File: src/rtl/dmem_access_ctrl_pkg.sv
// Shared encodings for the data-memory access sequencer: ops, address-mux selects,
// FSM states and the latched request payload.
package dmem_access_ctrl_pkg;

  localparam int unsigned OP_W  = 3;
  localparam int unsigned SEL_W = 2;
  localparam int unsigned SP_W  = 8;
  localparam int unsigned CNT_W = 3;

  localparam logic [OP_W-1:0] OP_NOP   = 3'd0;
  localparam logic [OP_W-1:0] OP_LOAD  = 3'd1;
  localparam logic [OP_W-1:0] OP_STORE = 3'd2;
  localparam logic [OP_W-1:0] OP_PUSH  = 3'd3;
  localparam logic [OP_W-1:0] OP_POP   = 3'd4;
  localparam logic [OP_W-1:0] OP_SPRST = 3'd5;

  localparam logic [SEL_W-1:0] SEL_B    = 2'b00;
  localparam logic [SEL_W-1:0] SEL_A    = 2'b01;
  localparam logic [SEL_W-1:0] SEL_K    = 2'b10;
  localparam logic [SEL_W-1:0] SEL_ZERO = 2'b11;

  typedef enum logic [1:0] {
    ST_IDLE,
    ST_ACCESS,
    ST_WAIT,
    ST_CAPTURE
  } state_e;

  typedef struct packed {
    logic [OP_W-1:0]  op;
    logic [SEL_W-1:0] src_sel;
  } req_t;

  function automatic logic op_illegal(input logic [OP_W-1:0] op);
    return op > OP_SPRST;
  endfunction

endpackage

File: src/rtl/dmem_sp_reg.sv
// Stack pointer register with increment/decrement/reload and the empty/full compares
// used for push/pop fault detection.
module dmem_sp_reg
  import dmem_access_ctrl_pkg::*;
#(
  parameter logic [SP_W-1:0] SP_RESET = 8'hFF,
  parameter logic [SP_W-1:0] SP_LIMIT = 8'h80
) (
  input  logic            clk,
  input  logic            rst_n,
  input  logic            inc,
  input  logic            dec,
  input  logic            load,
  output logic [SP_W-1:0] sp,
  output logic            at_limit_c,
  output logic            at_reset_c
);

  always_ff @(posedge clk or negedge rst_n) begin
    if (!rst_n) begin
      sp <= SP_RESET;
    end else if (load) begin
      sp <= SP_RESET;
    end else if (inc) begin
      sp <= sp + SP_W'(1);
    end else if (dec) begin
      sp <= sp - SP_W'(1);
    end
  end

  assign at_limit_c = (sp == SP_LIMIT);
  assign at_reset_c = (sp == SP_RESET);

endmodule

File: src/rtl/dmem_access_ctrl.sv
// Data-memory access sequencer: accepts one op at a time, drives address select and
// memory strobes, owns the stack pointer and reports completion/faults with done/err.
module dmem_access_ctrl
  import dmem_access_ctrl_pkg::*;
#(
  parameter logic [SP_W-1:0] SP_RESET = 8'hFF,
  parameter logic [SP_W-1:0] SP_LIMIT = 8'h80,
  parameter int unsigned     MEM_LAT  = 1
) (
  input  logic             clk,
  input  logic             rst_n,
  input  logic             req_valid,
  output logic             req_ready,
  input  logic [OP_W-1:0]  op,
  input  logic [SEL_W-1:0] src_sel,
  output logic [SEL_W-1:0] mux_sel,
  output logic             sp_addr_en,
  output logic [SP_W-1:0]  sp,
  output logic             mem_we,
  output logic             mem_re,
  output logic             rd_capture,
  output logic             done,
  output logic             err
);

  localparam logic [CNT_W-1:0] WAIT_LAST = CNT_W'(MEM_LAT > 1 ? MEM_LAT - 2 : 0);

  state_e            state, state_d;
  req_t              req_q;
  logic              fault_q, fault_c;
  logic [CNT_W-1:0]  cnt_q, cnt_d;
  logic              accept;
  logic              sp_inc, sp_dec, sp_load;
  logic              at_limit_c, at_reset_c;
  logic              is_pop_q, is_read_q;
  logic [SEL_W-1:0]  mux_d;
  logic              spa_d, we_d, re_d, cap_d, done_d, err_d, rdy_d;

  dmem_sp_reg #(
    .SP_RESET (SP_RESET),
    .SP_LIMIT (SP_LIMIT)
  ) u_sp (
    .clk        (clk),
    .rst_n      (rst_n),
    .inc        (sp_inc),
    .dec        (sp_dec),
    .load       (sp_load),
    .sp         (sp),
    .at_limit_c (at_limit_c),
    .at_reset_c (at_reset_c)
  );

  assign accept    = (state == ST_IDLE) && req_valid;
  assign fault_c   = op_illegal(op) || (op == OP_PUSH && at_limit_c) || (op == OP_POP && at_reset_c);
  assign is_pop_q  = (req_q.op == OP_POP);
  assign is_read_q = !fault_q && (req_q.op == OP_LOAD || is_pop_q);

  // Next state plus the registered output values for the following cycle.
  always_comb begin
    state_d = state;
    cnt_d   = cnt_q;
    mux_d   = SEL_ZERO;
    spa_d   = 1'b0;
    we_d    = 1'b0;
    re_d    = 1'b0;
    cap_d   = 1'b0;
    done_d  = 1'b0;
    err_d   = 1'b0;
    rdy_d   = 1'b0;
    sp_inc  = 1'b0;
    sp_dec  = 1'b0;
    sp_load = 1'b0;
    unique case (state)
      ST_IDLE: begin
        rdy_d = 1'b1;
        if (req_valid) begin
          state_d = ST_ACCESS;
          rdy_d   = 1'b0;
          if (fault_c) begin
            done_d = 1'b1;
            err_d  = 1'b1;
          end else begin
            case (op)
              OP_LOAD:  begin mux_d = src_sel; re_d = 1'b1; end
              OP_STORE: begin mux_d = src_sel; we_d = 1'b1; done_d = 1'b1; end
              OP_PUSH:  begin spa_d = 1'b1; we_d = 1'b1; done_d = 1'b1; end
              OP_POP:   begin spa_d = 1'b1; re_d = 1'b1; sp_inc = 1'b1; end
              default:  done_d = 1'b1;
            endcase
          end
        end
      end
      ST_ACCESS: begin
        if (is_read_q) begin
          cnt_d = '0;
          if (is_pop_q) spa_d = 1'b1;
          else          mux_d = req_q.src_sel;
          if (MEM_LAT == 1) begin
            state_d = ST_CAPTURE;
            cap_d   = 1'b1;
            done_d  = 1'b1;
          end else begin
            state_d = ST_WAIT;
          end
        end else begin
          state_d = ST_IDLE;
          rdy_d   = 1'b1;
          sp_dec  = !fault_q && (req_q.op == OP_PUSH);
          sp_load = !fault_q && (req_q.op == OP_SPRST);
        end
      end
      ST_WAIT: begin
        if (is_pop_q) spa_d = 1'b1;
        else          mux_d = req_q.src_sel;
        if (cnt_q == WAIT_LAST) begin
          state_d = ST_CAPTURE;
          cap_d   = 1'b1;
          done_d  = 1'b1;
        end else begin
          cnt_d = cnt_q + CNT_W'(1);
        end
      end
      ST_CAPTURE: begin
        state_d = ST_IDLE;
        rdy_d   = 1'b1;
      end
      default: state_d = ST_IDLE;
    endcase
  end

  always_ff @(posedge clk or negedge rst_n) begin
    if (!rst_n) begin
      state      <= ST_IDLE;
      cnt_q      <= '0;
      req_q      <= '0;
      fault_q    <= 1'b0;
      mux_sel    <= SEL_ZERO;
      sp_addr_en <= 1'b0;
      mem_we     <= 1'b0;
      mem_re     <= 1'b0;
      rd_capture <= 1'b0;
      done       <= 1'b0;
      err        <= 1'b0;
      req_ready  <= 1'b1;
    end else begin
      state      <= state_d;
      cnt_q      <= cnt_d;
      if (accept) begin
        req_q   <= '{op: op, src_sel: src_sel};
        fault_q <= fault_c;
      end
      mux_sel    <= mux_d;
      sp_addr_en <= spa_d;
      mem_we     <= we_d;
      mem_re     <= re_d;
      rd_capture <= cap_d;
      done       <= done_d;
      err        <= err_d;
      req_ready  <= rdy_d;
    end
  end

endmodule

File: config.mk
export PLATFORM = sky130hd
export DESIGN_NAME = dmem_access_ctrl
export DESIGN_NICKNAME = d
export VERILOG_FILES = /design/src/rtl/dmem_access_ctrl_pkg.sv /design/src/rtl/dmem_sp_reg.sv /design/src/rtl/dmem_access_ctrl.sv
export SDC_FILE = /design/constraint.sdc
export NUM_CORES = 1
export LEC_CHECK = 0
export CAP_MARGIN = 15
export CORE_MARGIN = 3
export CORE_UTILIZATION = 30
export DETAILED_ROUTE_END_ITERATION = 16
export SLEW_MARGIN = 10
export SYNTH_ARGS = -nofsm -noshare
export SYNTH_HDL_FRONTEND = slang
export SYNTH_SLANG_ARGS = --single-unit
export TNS_END_PERCENT = 50
File: constraint.sdc
create_clock -name clk -period 7.1 [get_ports clk]
set_input_delay 1.065 -clock clk [delete_from_list [all_inputs] [get_ports clk]]
set_output_delay 1.065 -clock clk [all_outputs]
set_load 0.005 [all_outputs]
==> results summary <==
Traced cell by cell, the critical path runs through clkdlybuf4s50_1, nor3b_2, o2111a_1, inv_2, fa_1, and3_1, a211oi_1, o21ai_0, xnor2_1, o211ai_1. The average cell area after synthesis came out at 10.0 um2. By startpoint and endpoint, the worst setup path is classified as in2reg. The number of vias in the routed layout is 1335. The total nets after synthesis came out at 190. The switching power as a share of total power came out at 36.7%.

The number of nets with antenna violations after detailed routing came out at 0. The number of max-slew violations in the final report was 0. The primary flip-flop cell chosen by synthesis mapping is dfrtp_1.

The static leakage came out at between 0.8 and 0.9 nW. The DRC violations left is 0. The area inside the core boundary came out at approximately 5300 um2. For this run, the top clock speed supported by timing is around 280 MHz. The share of the clock period used by the worst path after layout came out at 50.3%. The accumulated negative setup slack came out at 0 ns. On the critical path the largest part of the delay comes from compound AO/OA/AOI/OAI gates.

The routing usage on met3 came out at around 1.6%. The number of different library cells used by synthesis comes to between 40 and 50. The die area is 6550 um2. The height of the die is ~81 um. The switching power of the nets is 0.305 mW. Pin placement for this block handled 25 I/O pins. The area of placed instances came out at ~2000 um2. The share of post-route cells with drive strength above 1 came out at roughly 14%.

The kind of path behind the tightest hold check is reg2reg. The number of search-and-repair iterations in the first detailed-routing pass came out at 4. Compared with the post-synthesis result, the final layout area differs by 23.4%. The critical path capture point type is a register.

Clock tree synthesis selected as its root buffer the cell clkbuf_8. The flow ran to the end, and the final reports show no timing, DRC or antenna violations. The internal power of the cells totals around 0.53 mW. The number of antenna violations at the first check in global routing is 0. The final-layout worst hold slack is between 0.5 and 0.6 ns.

The number of endpoints with negative hold slack in the final report is 0. The measured slew at the worst slew-check pin is about 0.6 ns. TritonCTS built the clock tree. The sequential element share of the synthesized area came out at a little over two fifths. The detailed placer's ending HPWL came out at 2690 um. The wire length of the first global-routing pass came out at between 5000 and 6000 um. For met1 alone, demand over resource in global routing was between 10% and 20%. The minimum period implied by the final worst setup slack came out at roughly 3.6 ns. The clock transition time at the flip-flop clock pins of the worst setup and hold paths is 0.10 ns. The met2 usage in global routing came out at between 10% and 20%. The setup slack after placement came out at ~3.3 ns. The number of clock sinks seen by CTS is 28. Once routing completed, OpenROAD measured the worst setup slack at 3.53 ns. For this run, the number of Yosys warnings is 0. In the final routed layout, each cell accounts on average for 13.5 um. The count of endpoints failing setup in the final report came out at 0. The proportion of power drawn by the clock network came out at 15.3%. The total setup buffers inserted after CTS is 0. The initial core utilization is approximately a third.

The setup clock skew after layout is between 0.001 and 0.0015 ns. The sequential share of power is between 30% and 40%. The largest net degree at the start of global routing is 29. The most utilized layer in the global route result is met2. In the synthesized netlist, the number of instances is 168. The number of clock buffers added by TritonCTS is 3.

The via count of the first global-routing pass is between 1000 and 1500. The initial DRC count is ~60. The maximum VDD drop came out at roughly 110 uV. The largest fanout on the critical path is 11.

The post-layout net count came out at between 200 and 250. The required time of the critical path is approximately 7.3 ns. The post-route non-filler standard cell count is around 260. The total power divided by cell area is between 300 and 400 nW/um2. The fraction of registers with async set or reset after synthesis is 100%. The count of inserted antenna diode cells came out at 0.

The worst pin sits at a relative slew slack of between 50 and 60%. The final design utilization came out at around two fifths. The flip-flop and latch count after synthesis came out at 28. The horizontal extent of the die is just over 80 um. The combinational share of power is a little under half. The worst-case clock buffer depth is 2. The global-route congestion overflow total is 0. The placed instance count is 260. Setup repair after global routing left no endpoint under its margin. For this run, the total global-route usage over all layers was measured as between 10% and 20%.

STA classifies the critical path startpoint as a primary input. The number of synthesized flops with an enable pin is 0. Port buffering added 24 buffers. The total of max-cap violations came out at 0. The combined buffer and inverter count along the critical path came out at 2.

The total of cells resized after clock tree synthesis is 0. In the layout the commonest cells are 24 x clkdlybuf4s50_1, 18 x nand2_1, 17 x dfrtp_1. The final layout contains routed wiring with a total length of ~3600 um. The area of the mapped netlist is around 1700 um2.

The placer's final routability congestion estimate is slightly above 0.8. The arrival time at the worst endpoint is 3.78 ns. The via density per instance came out at 5.06. The critical path's slowest cell is clkdlybuf4s50_1. The overall power after layout came out at just over 0.8 mW. In this run, post-CTS hold repair placed 0 buffers. The number of rows created at floorplan came out at 26.

The level count of the clock H-tree is 1. The largest single stage delay on the critical path is ~0.60 ns. The area of all placed cells without fillers is roughly 2100 um2. The leading cell type in the layout, fill and taps excluded is clkdlybuf4s50_1. At the later pin of the worst-skew pair, clock insertion delay measures around 0.28 ns.
-- power by group through the flow --
| stage | Sequential [mW] | Clock, mW | Combinational (mW) |
|---|---|---|---|
| after CTS | 0.311 | 0.133 | 0.398 |
| after global routing | 0.321 | 0.138 | 0.445 |
| after detailed placement | 0.314 | 0 | 0.396 |
| after global placement | 0.312 | 0 | 0.395 |
| after floorplan | 0.299 | 0 | 0.259 |
| final | 0.310 | 0.127 | 0.394 |
-- worst register-to-register path: stages (launching register included) --
cell	delay, ns
dfrtp_1	0.45
inv_1	0.13
ha_1	0.26
o2111a_1	0.33
inv_2	0.15
fa_1	0.42
and3_1	0.16
a211oi_1	0.28
o21ai_0	0.18
xnor2_1	0.15
o211ai_1	0.15
-- path summary, 6_finish.rpt --
| kind | start | to | slack (ns) | cells past startpoint |
|---|---|---|---|---|
| worst min-delay path | fault_q | fault_q | 0.52 | 1 |
| worst max register to register | state[0] | u_sp.sp[6] | 4.36 | 10 |
| min in group asynchronous | rst_n | cnt_q[0] | 1.15 | 2 |
| worst max-delay path | op[2] | u_sp.sp[6] | 3.53 | 10 |
| max in group asynchronous | rst_n | u_sp.sp[3] | 5.64 | 2 |
| worst min register to register | fault_q | fault_q | 0.52 | 1 |
-- flip-flops by register name, summed over array words and instances, names as in the netlist --
name,count
mux_sel,2
sp_addr_en,1
err,1
done,1
cnt_q,3
mem_we,1
u_sp.sp,8
mem_re,1
fault_q,1
state,2
req_ready,1
rd_capture,1
req_q,5
-- cell usage after synthesis (3+ instances only) --
cell / number / share of area [%]
nand2_1: 18 / 4.0
dfrtp_1: 17 / 25
ha_1: 13 / 9.7
dfstp_2: 11 / 17
o21ai_0: 11 / 3.3
inv_1: 7 / 1.6
nand3_1: 7 / 2.1
a21oi_1: 6 / 1.8
nor2_1: 6 / 1.3
mux2_2: 5 / 3.3
o211ai_1: 5 / 2.2
nand4_1: 4 / 1.5
nor2b_1: 4 / 1.5
xnor2_1: 4 / 2.1
xor2_1: 4 / 2.1
a21o_1: 3 / 1.3
and3_1: 3 / 1.1
nor3b_1: 3 / 1.3
-- layer usage --
layer  share of wire (%)  vias up
met3                 3.3        5
met2                  44       22
met1                  51      633
met5                   0        -
li1                    -      675
met4                 1.7        0
-- cell type report --
cell class,count,area [um2]
Inverter,8,30.0
Tap cell,70,87.6
Multi-Input combinational cell,129,927
Clock buffer,3,41.3
Timing Repair Buffer,25,248
Clock inverter,1,30.0
Sequential cell,28,714
Fill cell,536,3190
-- kinds of logic after synthesis --
logic type                 after synthesis  share of synthesized area, %
and+or+nand+nor                         60                          20.2
DFF                                     28                          42.4
muxes                                    5                          3.34
xor gates and xnor gates                 8                          4.16
adders and majority gates               14                          10.8
AOI/OAI and AO/OA                       42                          16.5
buffers and inverters                   11                          2.53
(Power assumes the default switching activity.)
